[src/rtl/cpu_axi_program_loader.sv]
// cpu_axi_program_loader: AXI-Lite master that halts the CPU, streams a program
// into its instruction window, sets the PC and restarts it.
// Optional build macro CPU_LOADER_READBACK_EN: read back and compare every
// program word before counting it as loaded.
module cpu_axi_program_loader #(
  parameter logic [31:0] BASE_ADDR = 32'h0000_0000,
  parameter logic [31:0] INSTR_OFF = 32'h0000_0040,
  parameter int          MAX_WORDS = 16,
  parameter logic [31:0] START_PC  = 32'h0000_0000,
  parameter logic [31:0] RUN_CTRL  = 32'h0000_0001
) (
  input  logic                           M_AXI_ACLK,
  input  logic                           M_AXI_ARESET,
  input  logic                           start,
  input  logic                           s_word_valid,
  output logic                           s_word_ready,
  input  logic [31:0]                    s_word_data,
  input  logic                           s_word_last,
  output logic [31:0]                    M_AXI_AWADDR,
  output logic                           M_AXI_AWVALID,
  input  logic                           M_AXI_AWREADY,
  output logic [31:0]                    M_AXI_WDATA,
  output logic [3:0]                     M_AXI_WSTRB,
  output logic                           M_AXI_WVALID,
  input  logic                           M_AXI_WREADY,
  input  logic [1:0]                     M_AXI_BRESP,
  input  logic                           M_AXI_BVALID,
  output logic                           M_AXI_BREADY,
  output logic [31:0]                    M_AXI_ARADDR,
  output logic                           M_AXI_ARVALID,
  input  logic                           M_AXI_ARREADY,
  input  logic [31:0]                    M_AXI_RDATA,
  input  logic [1:0]                     M_AXI_RRESP,
  input  logic                           M_AXI_RVALID,
  output logic                           M_AXI_RREADY,
  output logic                           busy,
  output logic                           done,
  output logic                           error,
  output logic [1:0]                     err_code,
  output logic [$clog2(MAX_WORDS+1)-1:0] words_loaded
);

  localparam int          WL_W     = $clog2(MAX_WORDS+1);
  localparam logic [31:0] CTRL_OFF = 32'h0000_0000;
  localparam logic [31:0] PC_OFF   = 32'h0000_0008;
  localparam logic [1:0]  ERR_BRESP = 2'b01;
  localparam logic [1:0]  ERR_OVFL  = 2'b10;
  localparam logic [1:0]  ERR_RDBK  = 2'b11;

  // RD_ADDR / RD_DATA are only reachable in the readback build.
  typedef enum logic [3:0] {
    S_IDLE, S_HALT, S_WAIT_WORD, S_PROG, S_DRAIN,
    S_RD_ADDR, S_RD_DATA, S_PC, S_RUN, S_DONE, S_ERROR
  } state_t;

  state_t      state_q, state_n;

  logic        wr_req;
  logic [31:0] wr_addr_n, wr_data_n;
  logic        aw_done_q, w_done_q;
  logic        b_fire, bresp_bad;
  logic        rd_req;
  logic        word_ok;
  logic        start_acc, set_done, set_error, set_code, inc_words, latch_word;
  logic [1:0]  code_n;
  logic [31:0] word_q;
  logic        last_q;
  logic [31:0] prog_addr;

  assign M_AXI_WSTRB = 4'hF;
  assign b_fire      = M_AXI_BREADY && M_AXI_BVALID;
  assign bresp_bad   = b_fire && (M_AXI_BRESP != 2'b00);
  assign prog_addr   = BASE_ADDR + INSTR_OFF + 32'({words_loaded, 2'b00});

`ifdef CPU_LOADER_READBACK_EN
  logic ar_hs, r_fire;
  assign ar_hs  = M_AXI_ARVALID && M_AXI_ARREADY;
  assign r_fire = M_AXI_RREADY && M_AXI_RVALID;
`endif

  // State register
  always_ff @(posedge M_AXI_ACLK or posedge M_AXI_ARESET) begin
    if (M_AXI_ARESET) state_q <= S_IDLE;
    else              state_q <= state_n;
  end

  // Next-state logic, write/read requests and status strobes
  always_comb begin
    state_n      = state_q;
    wr_req       = 1'b0;
    wr_addr_n    = BASE_ADDR + CTRL_OFF;
    wr_data_n    = 32'h0;
    rd_req       = 1'b0;
    word_ok      = 1'b0;
    start_acc    = 1'b0;
    set_done     = 1'b0;
    set_error    = 1'b0;
    set_code     = 1'b0;
    code_n       = 2'b00;
    inc_words    = 1'b0;
    latch_word   = 1'b0;
    s_word_ready = 1'b0;
    case (state_q)
      S_IDLE: begin
        if (start) begin
          start_acc = 1'b1;
          wr_req    = 1'b1;
          state_n   = S_HALT;
        end
      end
      S_HALT: begin
        if (bresp_bad) begin
          set_code = 1'b1; code_n = ERR_BRESP; set_error = 1'b1; state_n = S_ERROR;
        end else if (b_fire) begin
          state_n = S_WAIT_WORD;
        end
      end
      S_WAIT_WORD: begin
        s_word_ready = 1'b1;
        if (s_word_valid) begin
          latch_word = 1'b1;
          if (words_loaded == WL_W'(MAX_WORDS)) begin
            set_code = 1'b1;
            code_n   = ERR_OVFL;
            if (s_word_last) begin
              set_error = 1'b1;
              state_n   = S_ERROR;
            end else begin
              state_n = S_DRAIN;
            end
          end else begin
            wr_req    = 1'b1;
            wr_addr_n = prog_addr;
            wr_data_n = s_word_data;
            state_n   = S_PROG;
          end
        end
      end
      S_DRAIN: begin
        s_word_ready = 1'b1;
        if (s_word_valid && s_word_last) begin
          set_error = 1'b1;
          state_n   = S_ERROR;
        end
      end
      S_PROG: begin
        if (bresp_bad) begin
          set_code = 1'b1; code_n = ERR_BRESP; set_error = 1'b1; state_n = S_ERROR;
        end else if (b_fire) begin
`ifdef CPU_LOADER_READBACK_EN
          rd_req  = 1'b1;
          state_n = S_RD_ADDR;
`else
          word_ok = 1'b1;
`endif
        end
      end
`ifdef CPU_LOADER_READBACK_EN
      S_RD_ADDR: begin
        if (ar_hs) state_n = S_RD_DATA;
      end
      S_RD_DATA: begin
        if (r_fire) begin
          if ((M_AXI_RDATA != word_q) || (M_AXI_RRESP != 2'b00)) begin
            set_code = 1'b1; code_n = ERR_RDBK; set_error = 1'b1; state_n = S_ERROR;
          end else begin
            word_ok = 1'b1;
          end
        end
      end
`endif
      S_PC: begin
        if (bresp_bad) begin
          set_code = 1'b1; code_n = ERR_BRESP; set_error = 1'b1; state_n = S_ERROR;
        end else if (b_fire) begin
          wr_req    = 1'b1;
          wr_addr_n = BASE_ADDR + CTRL_OFF;
          wr_data_n = RUN_CTRL;
          state_n   = S_RUN;
        end
      end
      S_RUN: begin
        if (bresp_bad) begin
          set_code = 1'b1; code_n = ERR_BRESP; set_error = 1'b1; state_n = S_ERROR;
        end else if (b_fire) begin
          set_done = 1'b1;
          state_n  = S_DONE;
        end
      end
      S_DONE:  state_n = S_IDLE;
      S_ERROR: state_n = S_IDLE;
      default: state_n = S_IDLE;
    endcase
    // A program word is committed: count it, then either fetch the next one or set the PC.
    if (word_ok) begin
      inc_words = 1'b1;
      if (last_q) begin
        wr_req    = 1'b1;
        wr_addr_n = BASE_ADDR + PC_OFF;
        wr_data_n = START_PC;
        state_n   = S_PC;
      end else begin
        state_n = S_WAIT_WORD;
      end
    end
  end

  // Host-visible status: busy, sticky done/error, error code and word count
  always_ff @(posedge M_AXI_ACLK or posedge M_AXI_ARESET) begin
    if (M_AXI_ARESET) begin
      busy         <= 1'b0;
      done         <= 1'b0;
      error        <= 1'b0;
      err_code     <= 2'b00;
      words_loaded <= '0;
    end else begin
      if (start_acc) begin
        busy         <= 1'b1;
        done         <= 1'b0;
        error        <= 1'b0;
        err_code     <= 2'b00;
        words_loaded <= '0;
      end
      if (set_done) begin
        done <= 1'b1;
        busy <= 1'b0;
      end
      if (set_error) begin
        error <= 1'b1;
        busy  <= 1'b0;
      end
      if (set_code)  err_code     <= code_n;
      if (inc_words) words_loaded <= words_loaded + WL_W'(1);
    end
  end

  // Accepted stream word, held for the write, readback compare and last-word decision
  always_ff @(posedge M_AXI_ACLK) begin
    if (latch_word) begin
      word_q <= s_word_data;
      last_q <= s_word_last;
    end
  end

  // Write engine: AW and W raised together, each dropped after its own handshake,
  // BREADY raised once both are done and dropped after the response
  always_ff @(posedge M_AXI_ACLK or posedge M_AXI_ARESET) begin
    if (M_AXI_ARESET) begin
      M_AXI_AWVALID <= 1'b0;
      M_AXI_WVALID  <= 1'b0;
      M_AXI_BREADY  <= 1'b0;
      M_AXI_AWADDR  <= 32'h0;
      M_AXI_WDATA   <= 32'h0;
      aw_done_q     <= 1'b0;
      w_done_q      <= 1'b0;
    end else if (wr_req) begin
      M_AXI_AWVALID <= 1'b1;
      M_AXI_WVALID  <= 1'b1;
      M_AXI_BREADY  <= 1'b0;
      M_AXI_AWADDR  <= wr_addr_n;
      M_AXI_WDATA   <= wr_data_n;
      aw_done_q     <= 1'b0;
      w_done_q      <= 1'b0;
    end else begin
      if (M_AXI_AWVALID && M_AXI_AWREADY) begin
        M_AXI_AWVALID <= 1'b0;
        aw_done_q     <= 1'b1;
      end
      if (M_AXI_WVALID && M_AXI_WREADY) begin
        M_AXI_WVALID <= 1'b0;
        w_done_q     <= 1'b1;
      end
      if (aw_done_q && w_done_q && !M_AXI_BREADY) M_AXI_BREADY <= 1'b1;
      if (b_fire) begin
        M_AXI_BREADY <= 1'b0;
        aw_done_q    <= 1'b0;
        w_done_q     <= 1'b0;
      end
    end
  end

`ifdef CPU_LOADER_READBACK_EN
  // Read engine: ARVALID until ARREADY, then RREADY until RVALID
  always_ff @(posedge M_AXI_ACLK or posedge M_AXI_ARESET) begin
    if (M_AXI_ARESET) begin
      M_AXI_ARVALID <= 1'b0;
      M_AXI_RREADY  <= 1'b0;
      M_AXI_ARADDR  <= 32'h0;
    end else if (rd_req) begin
      M_AXI_ARVALID <= 1'b1;
      M_AXI_ARADDR  <= M_AXI_AWADDR;
    end else if (ar_hs) begin
      M_AXI_ARVALID <= 1'b0;
      M_AXI_RREADY  <= 1'b1;
    end else if (r_fire) begin
      M_AXI_RREADY <= 1'b0;
    end
  end
`else
  logic unused_rd;
  assign M_AXI_ARVALID = 1'b0;
  assign M_AXI_RREADY  = 1'b0;
  assign M_AXI_ARADDR  = 32'h0;
  assign unused_rd     = ^{M_AXI_ARREADY, M_AXI_RDATA, M_AXI_RRESP, M_AXI_RVALID,
                           rd_req, word_q};
`endif

endmodule

[config.mk]
export PLATFORM = sky130hd
export DESIGN_NAME = cpu_axi_program_loader
export DESIGN_NICKNAME = d
export VERILOG_FILES = /design/src/rtl/cpu_axi_program_loader.sv
export SDC_FILE = /design/constraint.sdc
export NUM_CORES = 1
export LEC_CHECK = 0
export BUFFER_PORTS_ARGS = -buffer_cell sky130_fd_sc_hd__buf_2
export CELL_PAD_IN_SITES_DETAIL_PLACEMENT = 0
export CELL_PAD_IN_SITES_GLOBAL_PLACEMENT = 2
export CORE_UTILIZATION = 24
export CTS_CLUSTER_SIZE = 25
export DETAILED_ROUTE_END_ITERATION = 16
export PLACE_DENSITY_LB_ADDON = 0.1
export SYNTH_ARGS = -nofsm -noshare
export SYNTH_HDL_FRONTEND = slang
export SYNTH_SLANG_ARGS = --single-unit
[constraint.sdc]
create_clock -name M_AXI_ACLK -period 2.42 [get_ports M_AXI_ACLK]
set_input_delay 0.484 -clock M_AXI_ACLK [delete_from_list [all_inputs] [get_ports M_AXI_ACLK]]
set_output_delay 0.484 -clock M_AXI_ACLK [all_outputs]
set_load 0.1 [all_outputs]
Word-level counts from Yosys, hierarchy flattened
Cells that the tools add are included.
Cells by class
  add/sub/neg operators: 2
  multiply operators: 0
  divide/modulo/power cells: 0
  order comparisons: 0
  eq/ne operators: 14
  shift-type cells: 0
  mux-type cells: 78
  bitwise gates (word level): 0
  reduce and logical (&&, ||, !) cells: 23
Operators by type and width (count)
  32-bit 2-to-1 mux: 6
  32-bit one-hot mux with 2 select lines: 1
  4-bit 2-to-1 mux: 13
  1-bit 2-to-1 mux: 43
  4-bit one-hot mux with 7 select lines: 1
  8-bit 2-to-1 mux: 3
  2-bit nonzero test: 7
  3-bit inequality test (second input constant): 4
  4-bit inequality test (second input constant): 3
  3-bit nonzero test: 4
  5-bit 2-to-1 mux: 2
  7-bit by 7-bit adder with 8-bit output (first input constant): 1
  4-bit by 2-bit equality test with 1-bit output (second input constant): 2
  4-bit by 3-bit equality test with 1-bit output (second input constant): 2
  2-bit 2-to-1 mux: 4
  1-bit logical AND: 7
  7-bit AND reduction: 1
  1-bit one-hot mux with 3 select lines: 2
  5-bit by 1-bit adder with 5-bit output (second input constant): 1
  5-bit equality test (second input constant): 1
  4-bit by 1-bit equality test with 1-bit output (second input constant): 1
  4-bit equality test (second input constant): 1
  4-bit zero test: 1
  2-bit one-hot mux with 2 select lines: 1
  other kinds (5): 5
Storage, ports and cells
  register bits after elaboration: 84
  bits in latches: 0
  bits in writable memories: 0
  ROM bits: 0
  input bits: 78
  output and inout bits: 116
  word-level logic and storage cells: 131
  memories: 0

Logic depth before layout (Yosys ltp)
Gate-level depths: netlist of run 1.
  depth after elaboration: 7
  mapped depth: 10
  mapped depth without buffers: 7

Worst setup path after synthesis of run 1
No wires, ideal clock.
  path kind: register to output
  from: register state_q[0]
  to: output s_word_ready
  data arrival time: 2903 ps
  data required time: 1936 ps
  setup slack: -967 ps
  cell stages (with the launch flop): 4
  path buffers: 1
  cells stage by stage: dfrtp_1 > buf_2 > nor2_1 > a21boi_0
Between the ends
  cells in the longest elaborated chain, start to end: 3
  elaborated cells on any way between the ends: 4
  classes of those cells: 2 x eq/ne; 1 x mux; 1 x reduce/logical
Ends and longest elaborated chain
  start: declaration: line 56  | state_t state_q, state_n;
  start signal: assignment: line 84  | else state_q <= state_n;
  4-bit by 3-bit equality test with 1-bit output / 4-bit by 2-bit equality test with 1-bit output (equally long branches): line 103  | case (state_q)
  2-bit OR reduction (no source line) (*)
  1-bit 2-to-1 mux (*): line 103
  end: declaration: line 16  | output logic s_word_ready,
Every way passes the cells marked *; elsewhere a longest branch is shown, timed or not.

Worst setup path after layout of run 1
  from: register state_q[2]
  to: output s_word_ready
The elaborated chain is that of the path after synthesis.

==> summary.txt, run 1 <==
Routing
  – Via count: around 2,300
  – Post-route DRC: 0
  – Vias/cell: a little over 4
  – Wirelength per Cell: 13.77 um
  – Initial drt markers: ~120
  – DRT Pass-1 Iters: 4
  – Post-Route WL: approximately 7700 um
  – Post-DRT Antenna Nets: 0

Status
  – Status: finished clean

Synthesis
  – Synth Cell Area: 3065 um^2
  – Post-synthesis compound-gate area fraction: a little under a fifth
  – Simple-gate share of the synthesized area: ~13%
  – Mapped Cells: around 280
  – Yosys warns: 0
  – Largest family of logic cells by synthesized area: buffers and inverters
  – #FFs+latches synth: 58
  – Distinct cells, synth: 50
  – Fraction of the mapped netlist area in adder cells: less than 1%
  – Portion of netlist area occupied by mux cells: 0%
  – Sequential-to-total area share from yosys stat: approximately 48%
  – Avg Inst Size Synth: between 10 and 15 um^2
  – Primary FF master, synth: dfrtp_1
  – Synth async-reset ratio: a little over nine tenths
  – Post-synth EDFFs: 1
  – Post-synthesis xor/xnor area fraction: 0.2857%

Layout
  – Ant. Diodes: 0
  – Area grow syn2layout: 23.92%
  – Nets: around 460
  – Layout cells sized above 1: about 34%
  – Layout Utilization: 31.11%

Floorplan
  – Row cnt: 40
  – Die W: 115.0 um
  – I/O Pins: 194
  – Die Area: around 13,000 um^2
  – Initial Util: roughly a quarter
  – Die height: between 100 and 150 um
  – Core area: approximately 12,000 um^2

Clocking
  – Clk Latency, worst-skew pair: approximately 0.32 ns
  – CTS Buffer Depth: 2
  – Reg clk slew, reported paths: ~0.050 ns
  – Hold_buf cts: 0
  – Post-cts gate resize count: 0
  – CTS tree: done
  – Post-CTS setup buffer count: 0
  – TritonCTS Buffers: 9
  – Root Buffer: clkbuf_16
  – Clock Sinks: 58
  – H-tree depth: 3

Timing
  – Final cycle utilization of the critical path: 89.05%
  – Max-slew headroom at the worst pin: about 52%
  – RSZ-0062 raised after global routing: false
  – Setup TNS: 0 ns
  – Endpoints failing setup: 0
  – Tmin final: 2.155 ns
  – Max Clk Rate: 0.4640 GHz
  – Actual slew at the worst max-slew pin: just over 0.7 ns
  – Slew Limit Fails: 0
  – Hold Violations, Final: 0
  – Clock skew: 0.008171 ns

Flow run
  – Max-cap viol count: 0

Global route
  – Vias in the first global route: 2,111
  – First-pass GRT wire length: 11,650 um
  – Initial antenna violation count: 0
  – Largest net degree at the start of global routing: 58
  – GRT Util Overall: 11.70%
  – Gr ovfl total: 0

Critical path
  – CP max FO: 12
  – Critical Path Sink Type: primary output
  – Setup Crit Path Kind: flop to primary output
  – Worst R2R Path Depth: 8
  – Arr. time, crit path: roughly 1.7 ns
  – CP Launch Type: flop
  – Worst endpoint required time: between 1.5 and 2 ns

Pwr
  – Power density over cell area: approximately 1600 nW/um^2
  – Worst VDD drop: 0.0006240 V
  – Leak: between 0.002 and 0.0025 uW

Placed design
  – Port bufs: 93
  – Dpl hpwl: between 5000 and 6000 um
  – Gpl congestion: ~0.74

Worst hold path
  – Worst min-delay path class: input port to async pin
[stage by stage]
stage | total power (uW) | area, um^2 | hold WS, ns | instances | setup WS, ns
after floorplan | 4490 | 3306 | 0.5105 | 344 | 0.01048
after global placement | 4925 | 3510 | 0.4539 | 540 | 0.2832
after detailed placement | 4906 | 3510 | 0.4644 | 540 | 0.2768
after CTS | 6187 | 3799 | 0.2300 | 556 | 0.2449
after global routing | 6409 | 3799 | 0.2534 | 556 | 0.1145
final | 6116 | 3799 | 0.2089 | 556 | 0.2650
[state kept, by name, indices dropped and copies added (netlist names)]
signal,count
M_AXI_WDATA,32
error,1
busy,1
done,1
err_code,2
last_q,1
state_q,4
M_AXI_BREADY,1
aw_done_q,1
words_loaded,5
M_AXI_AWADDR,6
M_AXI_AWVALID,1
w_done_q,1
M_AXI_WVALID,1
[cell usage in the layout, fill, tap and decap left out, types with 2 or more instances in the layout]
cell type / instances
buf_2: 93
conb_1: 64
dfrtp_1: 54
a22o_1: 36
o21ai_0: 13
nor2_1: 12
nand2_1: 12
buf_4: 10
clkbuf_16: 9
nor3_1: 8
nand2b_1: 7
inv_1: 5
a21o_1: 4
a21oi_1: 4
dfrtp_2: 3
nand3_1: 3
and2_1: 3
nor4b_1: 2
and3_1: 2
a32o_1: 2
nand4_1: 2
o21a_1: 2
ha_1: 2
clkbuf_1: 2
clkinv_2: 2
buf_12: 2
[synth_stat cells, drive strengths merged (3+ instances only)]
cell type  instances  area (um^2)
dfrtp             57         1426
inv                6        22.52
clkbuf             4        16.26
a21oi              4        20.02
nor2              12        45.04
nand2b             7        43.79
nand3              3        15.01
buf               73        570.5
and2               4        27.53
nor3              10        66.32
a21o               4        30.03
nand2             12        45.04
a22o              36        315.3
o21ai             14        70.06
[critical path: stages (launching register included)]
cell and delay (ns):
dfrtp_1 0.59, nand2b_1 0.19, a21boi_2 0.14, buf_2 0.43
[area by class of cell]
cell class              count  area [um^2]
inverters                   6        22.52
fillers                  1319         8413
flip-flops and latches     58         1460
well taps                 168        210.2
repair buffers            105        580.6
multi-input cells         203         1236
clock buffers              11        232.7
clock inverters             5        56.30
[routing by layer]
layer	vias to the layer above	global-route usage, %	routed length [um]
li1	1091	-	-
met4	0	4.242	79
met5	-	0	0
met2	102	17.23	3327
met3	8	4.164	624
met1	1050	15.75	3624
[cell families after synthesis]
kind of cell | count (synthesis)
buf+inv | 83
compound gates | 74
simple gates | 62
flops | 58
fa+ha+maj | 2
other cells | 2
xor+xnor | 1
[final timing paths]
kind	slack, ns	end	start
min in group M_AXI_ACLK	0.35	M_AXI_AWVALID	M_AXI_AWREADY
hold / removal	0.21	M_AXI_WDATA[30]	M_AXI_ARESET
hold reg to reg	0.47	M_AXI_AWADDR[6]	M_AXI_AWADDR[6]
setup reg to reg	0.31	M_AXI_WDATA[20]	words_loaded[0]
setup / recovery	0.27	s_word_ready	state_q[2]
max in group asynchronous	1.92	M_AXI_BREADY	M_AXI_ARESET
[where the power goes]
part / internal, uW / leakage, uW / switching, uW
clock network: 795 / 0.000139 / 442
logic: 652 / 0.00111 / 2760
registers: 1250 / 0.000759 / 218
total: 2690 / 0.00201 / 3420
Power figures use the tool's default switching activity.
==> run 2: changes to the inputs <==
--- a/config.mk
+++ b/config.mk
@@ -8,7 +8,8 @@
 export BUFFER_PORTS_ARGS = -buffer_cell sky130_fd_sc_hd__buf_2
 export CELL_PAD_IN_SITES_DETAIL_PLACEMENT = 0
 export CELL_PAD_IN_SITES_GLOBAL_PLACEMENT = 2
-export CORE_UTILIZATION = 24
+export CORE_UTILIZATION = 25
+export CTS_BUF_LIST = sky130_fd_sc_hd__clkbuf_4
 export CTS_CLUSTER_SIZE = 25
 export DETAILED_ROUTE_END_ITERATION = 16
 export PLACE_DENSITY_LB_ADDON = 0.1
==> summary.txt, run 2 (synthesis gave the netlist of run 1 again) <==
Status
  – Status: finished clean

Layout
  – Max reg flops: 32
  – Commonest non-fill, non-tap cell in the layout: buf_2
  – Final Cell Area: 3638 um^2
  – Nets: approximately 460
  – Area grow syn2layout: 18.69%
  – Ant. Diodes: 0
  – Finished Layout Cells: approximately 540
  – Biggest register: M_AXI_WDATA
  – Layout cells sized above 1: about a third
  – Most frequent cells in the layout: 92 x buf_2, 64 x conb_1, 54 x dfrtp_1, 36 x a22o_1, 13 x o21ai_0
  – Biggest regs: M_AXI_WDATA (32), M_AXI_AWADDR (6), words_loaded (5)

Pwr
  – Leak: about 0.0019 uW
  – Power density over cell area: around 1500 nW/um^2
  – Worst VDD drop: ~0.00046 V

Placed design
  – DP Area: around 3500 um^2
  – Gpl congestion: roughly 0.73
  – Dpl hpwl: between 5000 and 6000 um
  – Port bufs: between 90 and 100
  – Placed cell count: between 500 and 600

Floorplan
  – I/O Pins: 194
  – Row cnt: 40
  – Core area: ~12,000 um^2
  – Die Area: between 10,000 and 15,000 um^2
  – Die W: ~110 um
  – Initial Util: around 26%
  – Die height: around 110 um

Timing
  – Actual slew at the worst max-slew pin: 0.6690 ns
  – WHS: between 0.2 and 0.3 ns
  – Max-slew headroom at the worst pin: between 50% and 60%
  – RSZ-0062 raised after global routing: false
  – Hold Violations, Final: 0
  – Endpoints failing setup: 0
  – Slew Limit Fails: 0
  – Max Clk Rate: between 0.4 and 0.5 GHz
  – Setup TNS: 0 ns
  – Clock skew: between 0.02 and 0.025 ns
  – Tmin final: 2.204 ns
  – Final cycle utilization of the critical path: 91.07%

Worst hold path
  – Min-delay src: M_AXI_AWREADY
  – Hold path depth: 2
  – Worst min-delay path class: input port to flop
  – Worst Hold End: M_AXI_AWVALID

Global route
  – Global routing's busiest layer: met2
  – GRT Util Overall: roughly an eighth
  – Largest net degree at the start of global routing: 46
  – Gr ovfl total: 0
  – Initial antenna violation count: 0
  – Met2 Use GR: a little under a fifth
  – First-pass GRT wire length: roughly 12,000 um
  – Vias in the first global route: 2,222
  – GR Util met3: under 10%
  – Met1 global-route usage: about 17%

Critical path
  – Arr. time, crit path: between 1.5 and 2 ns
  – Flop2flop setup slack: 0.30 ns
  – CP max FO: 12
  – CP Launch Type: flop
  – Worst endpoint required time: 1.94 ns
  – Setup Crit Path Kind: flop to primary output
  – Worst r2r src: state_q[2]
  – Worst R2R Path Depth: 5
  – Critical Path Sink Type: primary output
  – Capture point of the worst reg-to-reg path: state_q[2]

Clocking
  – Clk Latency, worst-skew pair: about 0.40 ns
  – H-tree depth: 3
  – TritonCTS Buffers: 9
  – Reg clk slew, reported paths: roughly 0.11 ns
  – CTS tree: done
  – Clock Sinks: 58
  – CTS Buffer Depth: 2
  – Root Buffer: clkbuf_4

Routing
  – Wirelength per Cell: roughly 14 um
  – Post-Route WL: approximately 7500 um
  – Post-DRT Antenna Nets: 0
  – Via count: roughly 2,300
  – Initial drt markers: about 110
  – DRT Pass-1 Iters: 6
  – Vias/cell: about 4.3
  – Post-route DRC: 0

Flow run
  – Max-cap viol count: 0
## run 2: cell count changes in the layout (fill, tap and decap cells not counted)
cell / before / now
dlygate4sd3_1: 0 / 1
clkinvlp_4: 1 / 2
clkbuf_16: 9 / 0
clkinv_4: 1 / 0
clkbuf_1: 2 / 0
buf_2: 93 / 92
buf_4: 10 / 8
buf_12: 2 / 3
clkbuf_4: 0 / 12
## run 2: what timing repair did
| item | 4_1_cts | 5_1_grt |
|---|---|---|
| hold buffers | 1 | 0 |
| hold endpoints to repair | 1 | 0 |
| gates resized for setup | 0 | 1 |
| buffers inserted | 0 | 0 |
| setup endpoints to repair | 0 | 1 |
## run 2: worst max-delay path by stage
stage                     to  slack [ns]             from
2_1_floorplan  M_AXI_AWVALID        0.01  words_loaded[3]
3_3_place_gp      state_q[2]        0.35       state_q[2]
3_5_place_dp      state_q[2]        0.35       state_q[2]
4_1_cts         s_word_ready         0.1       state_q[2]
5_1_grt         s_word_ready        0.09       state_q[0]
6_report        s_word_ready        0.22       state_q[2]
## run 2: power by group
group | switching, uW | total, uW | internal [uW]
clock network | 375 | 710 | 335
registers | 227 | 1470 | 1240
logic | 2770 | 3440 | 676
## run 2: cell type report
class | count | area (um^2)
fill | 1274 | 8323
sequential | 58 | 1460
multi-input combinational | 203 | 1236
timing repair buffer | 105 | 598.1
tap | 147 | 183.9
clock buffer | 11 | 82.58
clock inverter | 5 | 55.05
inverter | 6 | 22.52
## run 2: critical path, cell delays in order (launching register included)
cell,delay (ns)
dfrtp_1,0.63
nand2b_1,0.19
a21boi_2,0.16
clkbuf_4,0.34
## run 2: per-stage QoR
step / setup WS (ns) / power (uW) / util (%)
global route: 0.08659 / 5896 / 30.42
CTS: 0.09966 / 5678 / 30.40
global placement: 0.3493 / 4949 / 29.16
detailed placement: 0.3473 / 4936 / 29.16
floorplan: 0.01048 / 4490 / -
finish: 0.2160 / 5623 / 30.42
## run 2: metal layers
metal	wire [um]	up-vias
li1	-	1081
met1	3658	1104
met2	3265	95
met3	465	9
met4	116	0
met5	0	-
==> run 3: changes to the inputs <==
--- a/config.mk
+++ b/config.mk
@@ -9,7 +9,7 @@
 export CELL_PAD_IN_SITES_DETAIL_PLACEMENT = 0
 export CELL_PAD_IN_SITES_GLOBAL_PLACEMENT = 2
 export CORE_UTILIZATION = 25
-export CTS_BUF_LIST = sky130_fd_sc_hd__clkbuf_4
+export CTS_BUF_LIST = sky130_fd_sc_hd__clkbuf_8
 export CTS_CLUSTER_SIZE = 25
 export DETAILED_ROUTE_END_ITERATION = 16
 export PLACE_DENSITY_LB_ADDON = 0.1
==> summary.txt, run 3 (synthesis gave the netlist of run 1 again) <==
Status
  – Status: finished clean

Global route
  – First-pass GRT wire length: between 10,000 and 15,000 um
  – Largest net degree at the start of global routing: 46
  – GRT Util Overall: about an eighth
  – Vias in the first global route: roughly 2,200
  – Initial antenna violation count: 0
  – Gr ovfl total: 0

Pwr
  – Flop pwr share: around a quarter
  – Clk pwr share: roughly 15%
  – Switching Share: 58.77%
  – P_int: between 2000 and 2500 uW
  – Net Switching: approximately 3400 uW
  – Power density over cell area: about 1600 nW/um^2
  – Combinational share of power: 59.5%
  – Worst VDD drop: between 0.0004 and 0.0005 V
  – Leak: ~0.002 uW
  – Total power: about 5800 uW

Timing
  – Tmin final: between 2 and 2.5 ns
  – Hold Violations, Final: 0
  – Clock skew: around 0.014 ns
  – RSZ-0062 raised after global routing: false
  – Max Clk Rate: 0.4500 GHz
  – Final cycle utilization of the critical path: about nine tenths
  – Slew Limit Fails: 0
  – Endpoints failing setup: 0
  – Actual slew at the worst max-slew pin: about 0.67 ns
  – Max-slew headroom at the worst pin: a little over half
  – Setup TNS: 0 ns

Clocking
  – Clk Latency, worst-skew pair: approximately 0.34 ns
  – CTS tree: done
  – Clock Sinks: between 50 and 60
  – Root Buffer: clkbuf_8
  – Post-cts gate resize count: 0
  – Reg clk slew, reported paths: 0.07 ns
  – CTS Buffer Depth: 2
  – Post-CTS setup buffer count: 0
  – TritonCTS Buffers: 9
  – H-tree depth: 3
  – Hold_buf cts: 0

Layout
  – Area grow syn2layout: 19.88%
  – Commonest non-fill, non-tap cell in the layout: buf_2
  – Most frequent cells in the layout: 93 x buf_2, 64 x conb_1, 54 x dfrtp_1, 36 x a22o_1, 13 x o21ai_0
  – Fillers: ~1,300
  – Biggest register: M_AXI_WDATA
  – Layout cells sized above 1: 33.85%
  – Max reg flops: 32
  – Ant. Diodes: 0
  – Biggest regs: M_AXI_WDATA (32), M_AXI_AWADDR (6), words_loaded (5)
  – Nets: about 460

Routing
  – Initial drt markers: about 130
  – Wirelength per Cell: between 10 and 15 um
  – Vias/cell: approximately 4.3
  – Post-route DRC: 0
  – Post-Route WL: about 7500 um
  – Post-DRT Antenna Nets: 0
  – WL met1: between 3000 and 4000 um
  – Via count: 2,293
  – Met2 WL: roughly 3300 um
  – DRT Pass-1 Iters: 4
  – WL met3: 497 um
  – DR top layer: met4

Floorplan
  – Die height: between 100 and 150 um
  – Core area: around 12,000 um^2
  – Die W: around 110 um
  – Row cnt: 40
  – Initial Util: roughly 26%
  – I/O Pins: 194
  – Die Area: ~13,000 um^2

Placed design
  – Gpl congestion: 0.7303
  – Port bufs: just over 90
  – Dpl hpwl: between 5000 and 6000 um

Critical path
  – Arr. time, crit path: ~1.7 ns
  – CP Launch Type: flop
  – Critical Path Sink Type: primary output
  – Worst R2R Path Depth: 5
  – Setup Crit Path Kind: flop to primary output
  – Worst r2r src: state_q[2]
  – Worst endpoint required time: a little under 2 ns
  – CP max FO: 12
  – Crit path from: state_q[2]

Worst hold path
  – Worst min-delay path class: input port to async pin

Flow run
  – Max-cap viol count: 0
==> run 3: changes by cell type in the layout (fill, tap and decap cells not counted) <==
cell           delta
buf_2             +1
clkbuf_4         -12
clkbuf_8          +9
dlygate4sd3_1     -1
inv_1             +2
==> run 3: worst max-delay path, stage by stage (launching register included) <==
cell      delay, ns
dfrtp_1        0.62
nand2b_1       0.19
a21boi_2       0.15
buf_2          0.43
==> run 3: power groups by stage <==
| stage | sequential [uW] | combinational [uW] | clock [uW] |
|---|---|---|---|
| floorplan | 3000 | 1500 | 0 |
| global placement | 1500 | 3450 | 0 |
| detailed placement | 1490 | 3450 | 0 |
| CTS | 1470 | 3460 | 903 |
| global route | 1520 | 3590 | 938 |
| finish | 1470 | 3440 | 864 |
==> run 3: layout make-up <==
class / instances / area (um^2) / share of cell area, %
multi-input cells: 203 / 1236 / 33.64
repair buffers: 104 / 585.6 / 15.93
inverters: 6 / 22.52 / 0.6129
flip-flops and latches: 58 / 1460 / 39.73
clock inverters: 7 / 62.56 / 1.702
well taps: 147 / 183.9 / 5.005
clock buffers: 9 / 123.9 / 3.371
==> run 3: path summary, 6_finish.rpt <==
kind / to / slack, ns
worst max-delay path: s_word_ready / 0.20
worst min-delay path: M_AXI_WDATA[23] / 0.09
max in group asynchronous: words_loaded[1] / 1.76
worst max register to register: state_q[2] / 0.30
worst min register to register: M_AXI_AWADDR[6] / 0.48
min in group M_AXI_ACLK: M_AXI_AWVALID / 0.34
==> run 3: layer usage <==
metal / track usage (%) / vias up
met2: 18.31 / 98
met5: 0 / -
met4: 3.556 / 0
met3: 4.124 / 6
li1: - / 1079
met1: 16.50 / 1110
==> run 3: through the flow <==
stage	cells	worst slack (ns)	hold WS, ns	utilization (%)	instance area (um^2)
after detailed placement	518	0.3473	0.4518	29.16	3488
after floorplan	344	0.01048	0.5105	-	3306
after CTS	534	0.1874	0.08319	30.72	3675
final	534	0.1977	0.09257	30.72	3675
after global routing	534	0.08341	0.1090	30.72	3675
after global placement	518	0.3493	0.4568	29.16	3488
